[src/rtl/coin_dispense.sv]
// coin_dispense: change-coin hopper driver for the sale controller.
// Pulses the eject solenoid once per coin and tracks hopper inventory.
module coin_dispense #(
    parameter int PULSE_W  = 2,
    parameter int GAP_W    = 2,
    parameter int HOP_W    = 6,
    parameter int HOP_INIT = 20,
    parameter int REFILL_N = 10
) (
    input  logic             clk,
    input  logic             rset,
    input  logic             chg_vld,
    input  logic [1:0]       chg_cnt,
    output logic             chg_rdy,
    output logic             coin_out,
    output logic             busy,
    output logic             done,
    output logic             short,
    output logic [1:0]       disp_cnt,
    input  logic             refill,
    output logic [HOP_W-1:0] hop_lvl,
    output logic             hop_empty
);

    localparam logic [1:0] S_IDLE  = 2'd0;
    localparam logic [1:0] S_PULSE = 2'd1;
    localparam logic [1:0] S_GAP   = 2'd2;
    localparam logic [1:0] S_DONE  = 2'd3;

    // Timer counts down from (width - 1); sized for the longer phase.
    localparam int TMAX = (PULSE_W > GAP_W) ? PULSE_W : GAP_W;
    localparam int TW   = (TMAX > 2) ? $clog2(TMAX) : 1;
    localparam int HW1  = HOP_W + 1;

    localparam logic [TW-1:0]  T_PULSE  = TW'(PULSE_W - 1);
    localparam logic [TW-1:0]  T_GAP    = TW'(GAP_W - 1);
    localparam logic [HW1-1:0] HOP_MAX  = {1'b0, {HOP_W{1'b1}}};
    localparam logic [HW1-1:0] HOP_ADD  = HW1'(REFILL_N);
    localparam logic [HOP_W-1:0] HOP_RST = HOP_W'(HOP_INIT);

    logic [1:0]       state_q, state_d;
    logic [1:0]       rem_q, rem_d;
    logic [TW-1:0]    tmr_q, tmr_d;
    logic [1:0]       disp_q, disp_d;
    logic             short_q, short_d;
    logic             coin_q;
    logic [HOP_W-1:0] hop_q, hop_d;
    logic [HW1-1:0]   hop_sum;
    logic             enter_pulse;
    logic             tmr_zero;
    logic             hop_avail;

    assign tmr_zero  = (tmr_q == '0);
    assign hop_avail = (hop_q != '0);

    // Sequencing: request acceptance, pulse/gap timing and bookkeeping.
    always_comb begin
        state_d     = state_q;
        rem_d       = rem_q;
        tmr_d       = tmr_q;
        disp_d      = disp_q;
        short_d     = short_q;
        enter_pulse = 1'b0;
        case (state_q)
            S_IDLE: begin
                if (chg_vld) begin
                    rem_d   = chg_cnt;
                    disp_d  = 2'd0;
                    short_d = 1'b0;
                    if ((chg_cnt != 2'd0) && hop_avail) begin
                        state_d     = S_PULSE;
                        enter_pulse = 1'b1;
                    end else begin
                        state_d = S_DONE;
                        short_d = (chg_cnt != 2'd0);
                    end
                end
            end
            S_PULSE: begin
                if (tmr_zero) begin
                    if ((rem_q != 2'd0) && hop_avail) begin
                        state_d = S_GAP;
                        tmr_d   = T_GAP;
                    end else begin
                        state_d = S_DONE;
                        short_d = (rem_q != 2'd0);
                    end
                end else begin
                    tmr_d = tmr_q - 1'b1;
                end
            end
            S_GAP: begin
                if (tmr_zero) begin
                    state_d     = S_PULSE;
                    enter_pulse = 1'b1;
                end else begin
                    tmr_d = tmr_q - 1'b1;
                end
            end
            S_DONE: begin
                state_d = S_IDLE;
            end
            default: begin
                state_d = S_IDLE;
            end
        endcase
        // Every PULSE entry commits exactly one coin.
        if (enter_pulse) begin
            rem_d  = rem_d - 2'd1;
            disp_d = disp_d + 2'd1;
            tmr_d  = T_PULSE;
        end
    end

    // Inventory: refill and coin ejection combine, saturating at full scale.
    // PULSE is only entered with a non-empty hopper, so no underflow.
    always_comb begin
        hop_sum = {1'b0, hop_q};
        if (refill) begin
            hop_sum = hop_sum + HOP_ADD;
        end
        if (enter_pulse) begin
            hop_sum = hop_sum - 1'b1;
        end
        if (hop_sum > HOP_MAX) begin
            hop_d = HOP_MAX[HOP_W-1:0];
        end else begin
            hop_d = hop_sum[HOP_W-1:0];
        end
    end

    // State and datapath registers; reset abandons any request in flight.
    always_ff @(posedge clk or negedge rset) begin
        if (!rset) begin
            state_q <= S_IDLE;
            rem_q   <= 2'd0;
            tmr_q   <= '0;
            disp_q  <= 2'd0;
            short_q <= 1'b0;
            hop_q   <= HOP_RST;
        end else begin
            state_q <= state_d;
            rem_q   <= rem_d;
            tmr_q   <= tmr_d;
            disp_q  <= disp_d;
            short_q <= short_d;
            hop_q   <= hop_d;
        end
    end

    // Solenoid drive straight from a flop so it cannot glitch.
    always_ff @(posedge clk or negedge rset) begin
        if (!rset) begin
            coin_q <= 1'b0;
        end else begin
            coin_q <= (state_d == S_PULSE);
        end
    end

    assign chg_rdy   = (state_q == S_IDLE);
    assign busy      = (state_q != S_IDLE);
    assign done      = (state_q == S_DONE);
    assign coin_out  = coin_q;
    assign short     = short_q;
    assign disp_cnt  = disp_q;
    assign hop_lvl   = hop_q;
    assign hop_empty = (hop_q == '0);

endmodule
[config.mk]
export PLATFORM = sky130hd
export DESIGN_NAME = coin_dispense
export DESIGN_NICKNAME = d
export VERILOG_FILES = /design/src/rtl/coin_dispense.sv
export SDC_FILE = /design/constraint.sdc
export NUM_CORES = 1
export LEC_CHECK = 0
export ABC_AREA = 1
export BUFFER_PORTS_ARGS = -buffer_cell sky130_fd_sc_hd__buf_4
export CAP_MARGIN = 20
export CORE_MARGIN = 5
export CORE_UTILIZATION = 48
export CTS_BUF_LIST = sky130_fd_sc_hd__clkbuf_16
export CTS_CLUSTER_SIZE = 30
export DETAILED_ROUTE_END_ITERATION = 8
export PLACE_DENSITY = 0.77
export SLEW_MARGIN = 20
export SYNTH_ARGS = -nofsm -noshare
export SYNTH_HDL_FRONTEND = slang
export SYNTH_SLANG_ARGS = --single-unit
[constraint.sdc]
create_clock -name clk -period 1.4 [get_ports clk]
set_input_delay 0.14 -clock clk [delete_from_list [all_inputs] [get_ports clk]]
set_output_delay 0.14 -clock clk [all_outputs]
set_load 0.05 [all_outputs]
==> results of run 1 <==
[worst paths after layout]
| check | from | end | slack (ns) | cells past startpoint |
|---|---|---|---|---|
| worst max-delay path | hop_lvl[2] | hop_lvl[4] | -0.35 | 10 |
| worst min-delay path | chg_vld | state_q[0] | 0.29 | 5 |
| worst max register to register | hop_lvl[2] | hop_lvl[4] | -0.35 | 10 |
| worst min register to register | disp_cnt[1] | disp_cnt[1] | 0.48 | 1 |
| max in group asynchronous | rset | hop_lvl[4] | 0.84 | 2 |
| min in group asynchronous | rset | short | 0.30 | 2 |
[synthesized netlist by cell type]
library cell / count / area (µm²)
inv_1: 23 / 86.3
nor2_1: 11 / 41.3
nand2_4: 2 / 22.5
dfstp_2: 2 / 52.6
dfrtp_1: 13 / 325
ha_1: 2 / 25.0
o21ai_1: 2 / 10.0
inv_4: 1 / 6.26
xor2_1: 7 / 61.3
o21ai_0: 7 / 35.0
buf_4: 1 / 7.51
nand2_2: 3 / 18.8
nand2_1: 44 / 165
nand4_1: 2 / 12.5
buf_12: 1 / 20.0
nor2_4: 1 / 11.3
nand3_1: 10 / 50.1
nor3_2: 1 / 10.0
inv_2: 4 / 15.0
a21oi_1: 3 / 15.0
a21boi_1: 1 / 7.51
nand3_4: 1 / 17.5
o21a_1: 1 / 7.51
nand3_2: 1 / 10.0
[cell families (layout without fill, tap and decap cells)]
logic type,after synthesis,in the layout,synth area share [%]
and+or+nand+nor,76,77,34.7
buffers and inverters,30,75,13.1
DFF,15,15,36.6
AOI/OAI and AO/OA,14,14,7.26
xor gates and xnor gates,7,7,5.93
adders and majority gates,2,2,2.42
[flip-flops by register name, indices dropped and copies added (netlist names)]
name / flops
rem_q: 2
hop_lvl: 6
disp_cnt: 2
state_q: 2
short: 1
coin_out: 1
tmr_q: 1
[layout make-up]
cell class                      instances  area, µm²  share of cell area [%]
Clock buffer                            3       75.1                    4.43
Clock inverter                          1       5.00                   0.295
Inverter                               28        114                    6.72
Multi-Input combinational cell        100        714                    42.1
Sequential cell                        15        387                    22.8
Tap cell                               27       33.8                    1.99
Timing Repair Buffer                   43        367                    21.6
[worst reg2reg max path, cell delays in order, from the launching register on]
cell	delay (ns)
dfstp_4	0.63
ha_4	0.20
inv_2	0.06
nand2_2	0.05
nand2_2	0.07
nand3_2	0.09
nor2_4	0.12
buf_4	0.13
nand2_2	0.04
xor2_1	0.17
nand2_1	0.10
[layer usage]
metal  vias to the layer above  global-route usage, %  routed length (µm)
li1                        533                      -                   -
met1                       546                   20.3                1350
met2                        48                   34.2                1740
met3                        19                   2.29                 168
met4                         0                   11.9                 196
met5                         -                      0                   0
[what timing repair did]
action	CTS	global route
gates cloned	0	1
setup buffers	9	4
hold buffers	1	0
setup endpoints to repair	16	16
hold endpoints to repair	15	0
resized for setup	20	34
pin swaps	12	9
[through the flow]
step | utilization, % | std cells | worst slack (ns) | instance area [µm²] | hold slack (ns)
floorplan | - | 144 | -0.308 | 1080 | -0.156
global placement | 65.8 | 200 | -0.214 | 1320 | 0.000275
detailed placement | 65.8 | 200 | -0.289 | 1320 | 0.00525
CTS | 77.6 | 214 | -0.247 | 1550 | 0.256
global route | 84.7 | 217 | -0.393 | 1700 | 0.318
finish | 84.7 | 217 | -0.348 | 1700 | 0.290
==> flow_summary.toml, run 1 <==
[synth]
ys_types = 24
synth.avg_cell_area_um2 = 7.18
synthCells = 144
yosysSeqAreaShare_pct = 36.6
ys_warn_count = 0
ys_seq_elements = 15
syn_nets = 152
syn_area_mm2 = 0.00103

[detailed_routing]
via_count = 1146
drc = 0
viasPerCell = 5.28
wl_um = 3450
drt_pre_antenna_iters = 4
wl_per_cell_um = 15.9
antenna_left = 0
drtIter0Drc = 29

[timing]
drv_slew = 0
fin_skew_ns = 0.00423
finalWorstSetupSlack_ns = -0.348
fin_crit_sh_pct = 125
setup_viol = 16
fin_tns_setup_ns = -3.31
maxSlewHeadroom_pct = 59.0
rsz0062_at_grt = "yes"
fin_crit_ns = 1.75
fmax_mhz = 572
worst_pin_slew_ns = 0.612
hold_viol_final = 0

[setup_path]
critPathTopFamily = "flip-flops"
crit_chain = "ha_4 -> inv_2 -> nand2_2 -> nand2_2 -> nand3_2 -> nor2_4 -> buf_4 -> nand2_2 -> xor2_1 -> nand2_1"
crit_required_ns = 1.56
crit_arrival_ns = 1.91
end_kind = "flip-flop"
slowest_delay_ns = 0.63
crit_top_cell = "nand2_2"
crit_type = "reg -> reg"
cp-start-kind = "flip-flop"
cp_max_fo = 3
cpMaxStageDelayCell = "dfstp_4"
worst-path-buf-inv = 2

[die]
die_h_um = 56.4
placementRows = 16
ios = 20
die_w_um = 56.4
floorplan.initialDensity_pct = 51.6
core_area_mm2 = 0.00200
die-area_mm2 = 0.00318

[min_path]
hold_path.class = "in -> reg"

[clock_network]
clk_pin_slew_worst_paths_ns = 0.05
cts.path.max_buffers = 2
cts_tree = "done"
clockRootBuffer = "clkbuf_16"
clock_latency_ns = 0.25
cts-htree-levels = 1
cts_buffers = 3
clkSinkCount = 15

[grt]
grt_pass1_wl_um = 4730
grt_max_degree = 16
grt_antenna_before_repair = 0
grt_use_total_pct = 18.8
gr-total-overflow = 0
first_global_vias = 1137

[place]
portBuffers = 19
post-dp-hpwl_um = 1810
place_congestion = 0.794

[final_layout]
layout-drive-gt1-share_pct = 56.3
diodes = 0
n_fill_cell = 108
final_nets = 199
most-common-layout-cells = "buf_4 (32), nand2_1 (31), inv_1 (17)"
layout_commonest_cell = "buf_4"
syn2layout_area_growth_pct = 64.0

[run]
max_cap_viol_count = 0

[status]
outcome = "finished, violations left"
failed_checks = "setup timing"
Power of run 1 is left out: the tool's default activity adds up to more than one toggle a clock period on the data nets, which glitch-free logic cannot reach.
==> inputs of run 2 (changes only) <==
--- a/config.mk
+++ b/config.mk
@@ -5,15 +5,15 @@
 export SDC_FILE = /design/constraint.sdc
 export NUM_CORES = 1
 export LEC_CHECK = 0
-export ABC_AREA = 1
 export BUFFER_PORTS_ARGS = -buffer_cell sky130_fd_sc_hd__buf_4
 export CAP_MARGIN = 20
 export CORE_MARGIN = 5
-export CORE_UTILIZATION = 48
+export CORE_UTILIZATION = 49
 export CTS_BUF_LIST = sky130_fd_sc_hd__clkbuf_16
 export CTS_CLUSTER_SIZE = 30
 export DETAILED_ROUTE_END_ITERATION = 8
 export PLACE_DENSITY = 0.77
+export RECOVER_POWER = 100
 export SLEW_MARGIN = 20
 export SYNTH_ARGS = -nofsm -noshare
 export SYNTH_HDL_FRONTEND = slang
==> run 2 against run 1 <==
The run still ends with setup timing left. Highest routed layer unchanged. Worst setup slack worse by 0.23 ns. Sequential share of layout area down 1.3 points. Fmax down 12%. Worst hold slack worse by 0.079 ns. Routed wire length up 21%. Cell count down 6.0%. Critical endpoint is now hop_lvl[5]. First-iteration DRC count up 86%.
==> flow_summary.toml, run 2 <==
[synth]
synth_xor_area_share_pct = 7.13
ys_seq_elements = 15
syn_nets = 131
synth_compound_area_share_pct = 23.6
ys_types = 45
synth.area.top_cells = "dfrtp_1 (30%), dfstp_2 (4.8%), nor2_1 (4.8%)"
synth.avg_cell_area_um2 = 8.84
synth-edff-count = 0
synth_simple_gate_area_share_pct = 22.4
syn_area_mm2 = 0.00109
ys_warn_count = 0
post-synth-top-area-fraction_pct = 29.9
synthCells = 123
post-synth-top-count-cell = "nor2_1"
synth_flop_cell = "dfrtp_1"
synthArstFlopShare_pct = 100
synth-adder-area-share_pct = 2.30
synth_mux_area_share_pct = 4.83
yosysSeqAreaShare_pct = 34.8
synth_top_family_by_area = "compound AO/OA/AOI/OAI gates"
synth.largest_area_cell = "dfrtp_1"
synth_commonest_cells = "nor2_1 (14), dfrtp_1 (13), nand2_1 (12)"

[final_layout]
layout-drive-gt1-share_pct = 50.0
layout_commonest_cell = "buf_4"
syn2layout_area_growth_pct = 66.4
largest_reg_flops = 6
most-common-layout-cells = "buf_4 (29), buf_6 (13), nand2_1 (11)"
final_nets = 185
n_fill_cell = 126
instances_no_fill = 204
diodes = 0

[clock_network]
cts-htree-levels = 1
cts_tree = "done"
clock_latency_ns = 0.24
cts_buffers = 3
clk_pin_slew_worst_paths_ns = 0.05
clockRootBuffer = "clkbuf_16"
cts.path.max_buffers = 2
clkSinkCount = 15

[grt]
grt_antenna_before_repair = 0
gr-total-overflow = 0
first_global_vias = 1232
grt_use_total_pct = 23.4
grt_max_degree = 16
grt_pass1_wl_um = 5890

[detailed_routing]
via_count = 1244
drc = 0
drtIter0Drc = 54
drt_pre_antenna_iters = 4
wl_per_cell_um = 20.4
wl_um = 4170
viasPerCell = 6.10
antenna_left = 0

[setup_path]
end_kind = "flip-flop"
cp-start-kind = "flip-flop"
cp_max_fo = 4
crit_type = "reg -> reg"
crit_required_ns = 1.50
cpMaxStageDelayCell = "dfstp_4"
slowest_delay_ns = 0.64
crit_arrival_ns = 2.08
crit_chain = "ha_4 -> nor4bb_4 -> or3_4 -> nand4_4 -> o22ai_2 -> a41oi_1"

[timing]
fmax_mhz = 505
worst_pin_slew_ns = 0.888
hold_viol_final = 0
fin_skew_ns = 0.00322
maxSlewHeadroom_pct = 40.8
drv_slew = 0
setup_viol = 15
fin_crit_sh_pct = 142
fin_crit_ns = 1.98
finalWorstSetupSlack_ns = -0.582
rsz0062_at_grt = "yes"

[die]
core_area_mm2 = 0.00217
die-area_mm2 = 0.00326
die_w_um = 57.1
die_h_um = 57.1
floorplan.initialDensity_pct = 50.1
placementRows = 17
ios = 20

[status]
failed_checks = "setup timing"
outcome = "finished, violations left"

[place]
portBuffers = 19
place_congestion = 0.902
post-dp-hpwl_um = 2220
placed_cells = 193

[min_path]
hold_path.class = "in -> reg"

[run]
max_cap_viol_count = 0
run 2: cell type report:
class / instances / area, µm² / area share [%]
multi-input combinational: 97 / 836 / 46.2
clock inverter: 1 / 3.75 / 0.207
tap: 28 / 35.0 / 1.94
inverter: 5 / 18.8 / 1.04
timing repair buffer: 55 / 452 / 25.0
sequential: 15 / 389 / 21.5
clock buffer: 3 / 75.1 / 4.15
run 2: worst paths after layout:
path / start / to / slack, ns / cells after the start
hold / removal: chg_cnt[1] / rem_q[1] / 0.21 / 3
min in group asynchronous: rset / rem_q[1] / 0.53 / 2
max in group asynchronous: rset / hop_lvl[5] / 0.26 / 2
setup / recovery: hop_lvl[2] / hop_lvl[5] / -0.58 / 6
setup reg to reg: hop_lvl[2] / hop_lvl[5] / -0.58 / 6
hold reg to reg: short / short / 0.49 / 1
run 2: through the flow:
step | area (µm²) | util (%) | setup TNS (ns) | hold WS, ns | setup slack [ns]
5_1_grt | 1810 | 83.4 | -6.57 | 0.227 | -0.662
3_3_place_gp | 1510 | 69.7 | -4.79 | 0.00521 | -0.510
3_5_place_dp | 1510 | 69.7 | -5.38 | 0.00818 | -0.595
4_1_cts | 1740 | 80.3 | -4.90 | 0.208 | -0.543
2_1_floorplan | 1160 | - | -5.54 | -0.156 | -0.586
6_report | 1810 | 83.4 | -5.66 | 0.211 | -0.582
run 2: worst max-delay path, delay by kind of cell, from the launching register on:
kind | cells | cell delay [ns]
flops | 1 | 0.64
simple gates | 3 | 0.64
compound gates | 2 | 0.34
fa+ha+maj | 1 | 0.22
run 2: metal layers:
layer  part of all wire (%)  vias to the layer above  global-route usage [%]  wire length [µm]
met5                      0                        -                       0                 0
met2                     52                       59                    43.4              2160
met3                    4.4                       21                    3.85               183
met4                    3.9                        0                    9.60               161
li1                       -                      560                       -                 -
met1                     40                      604                    26.3              1660
run 2: what timing repair did:
| action | in CTS | in global routing |
|---|---|---|
| setup buffers | 3 | 4 |
| pin swaps | 10 | 11 |
| setup endpoints to repair | 15 | 18 |
| resized for setup | 25 | 17 |
| hold buffers | 1 | 0 |
| gates cloned | 0 | 0 |
| hold endpoints to repair | 15 | 0 |
run 2: cell families after synthesis:
kind of cell | count (synthesis)
AOI/OAI and AO/OA | 36
adders and majority gates | 2
muxes | 5
and+or+nand+nor | 46
buffers and inverters | 11
xor gates and xnor gates | 8
DFF | 15
Power of run 2 is left out for the same reason.
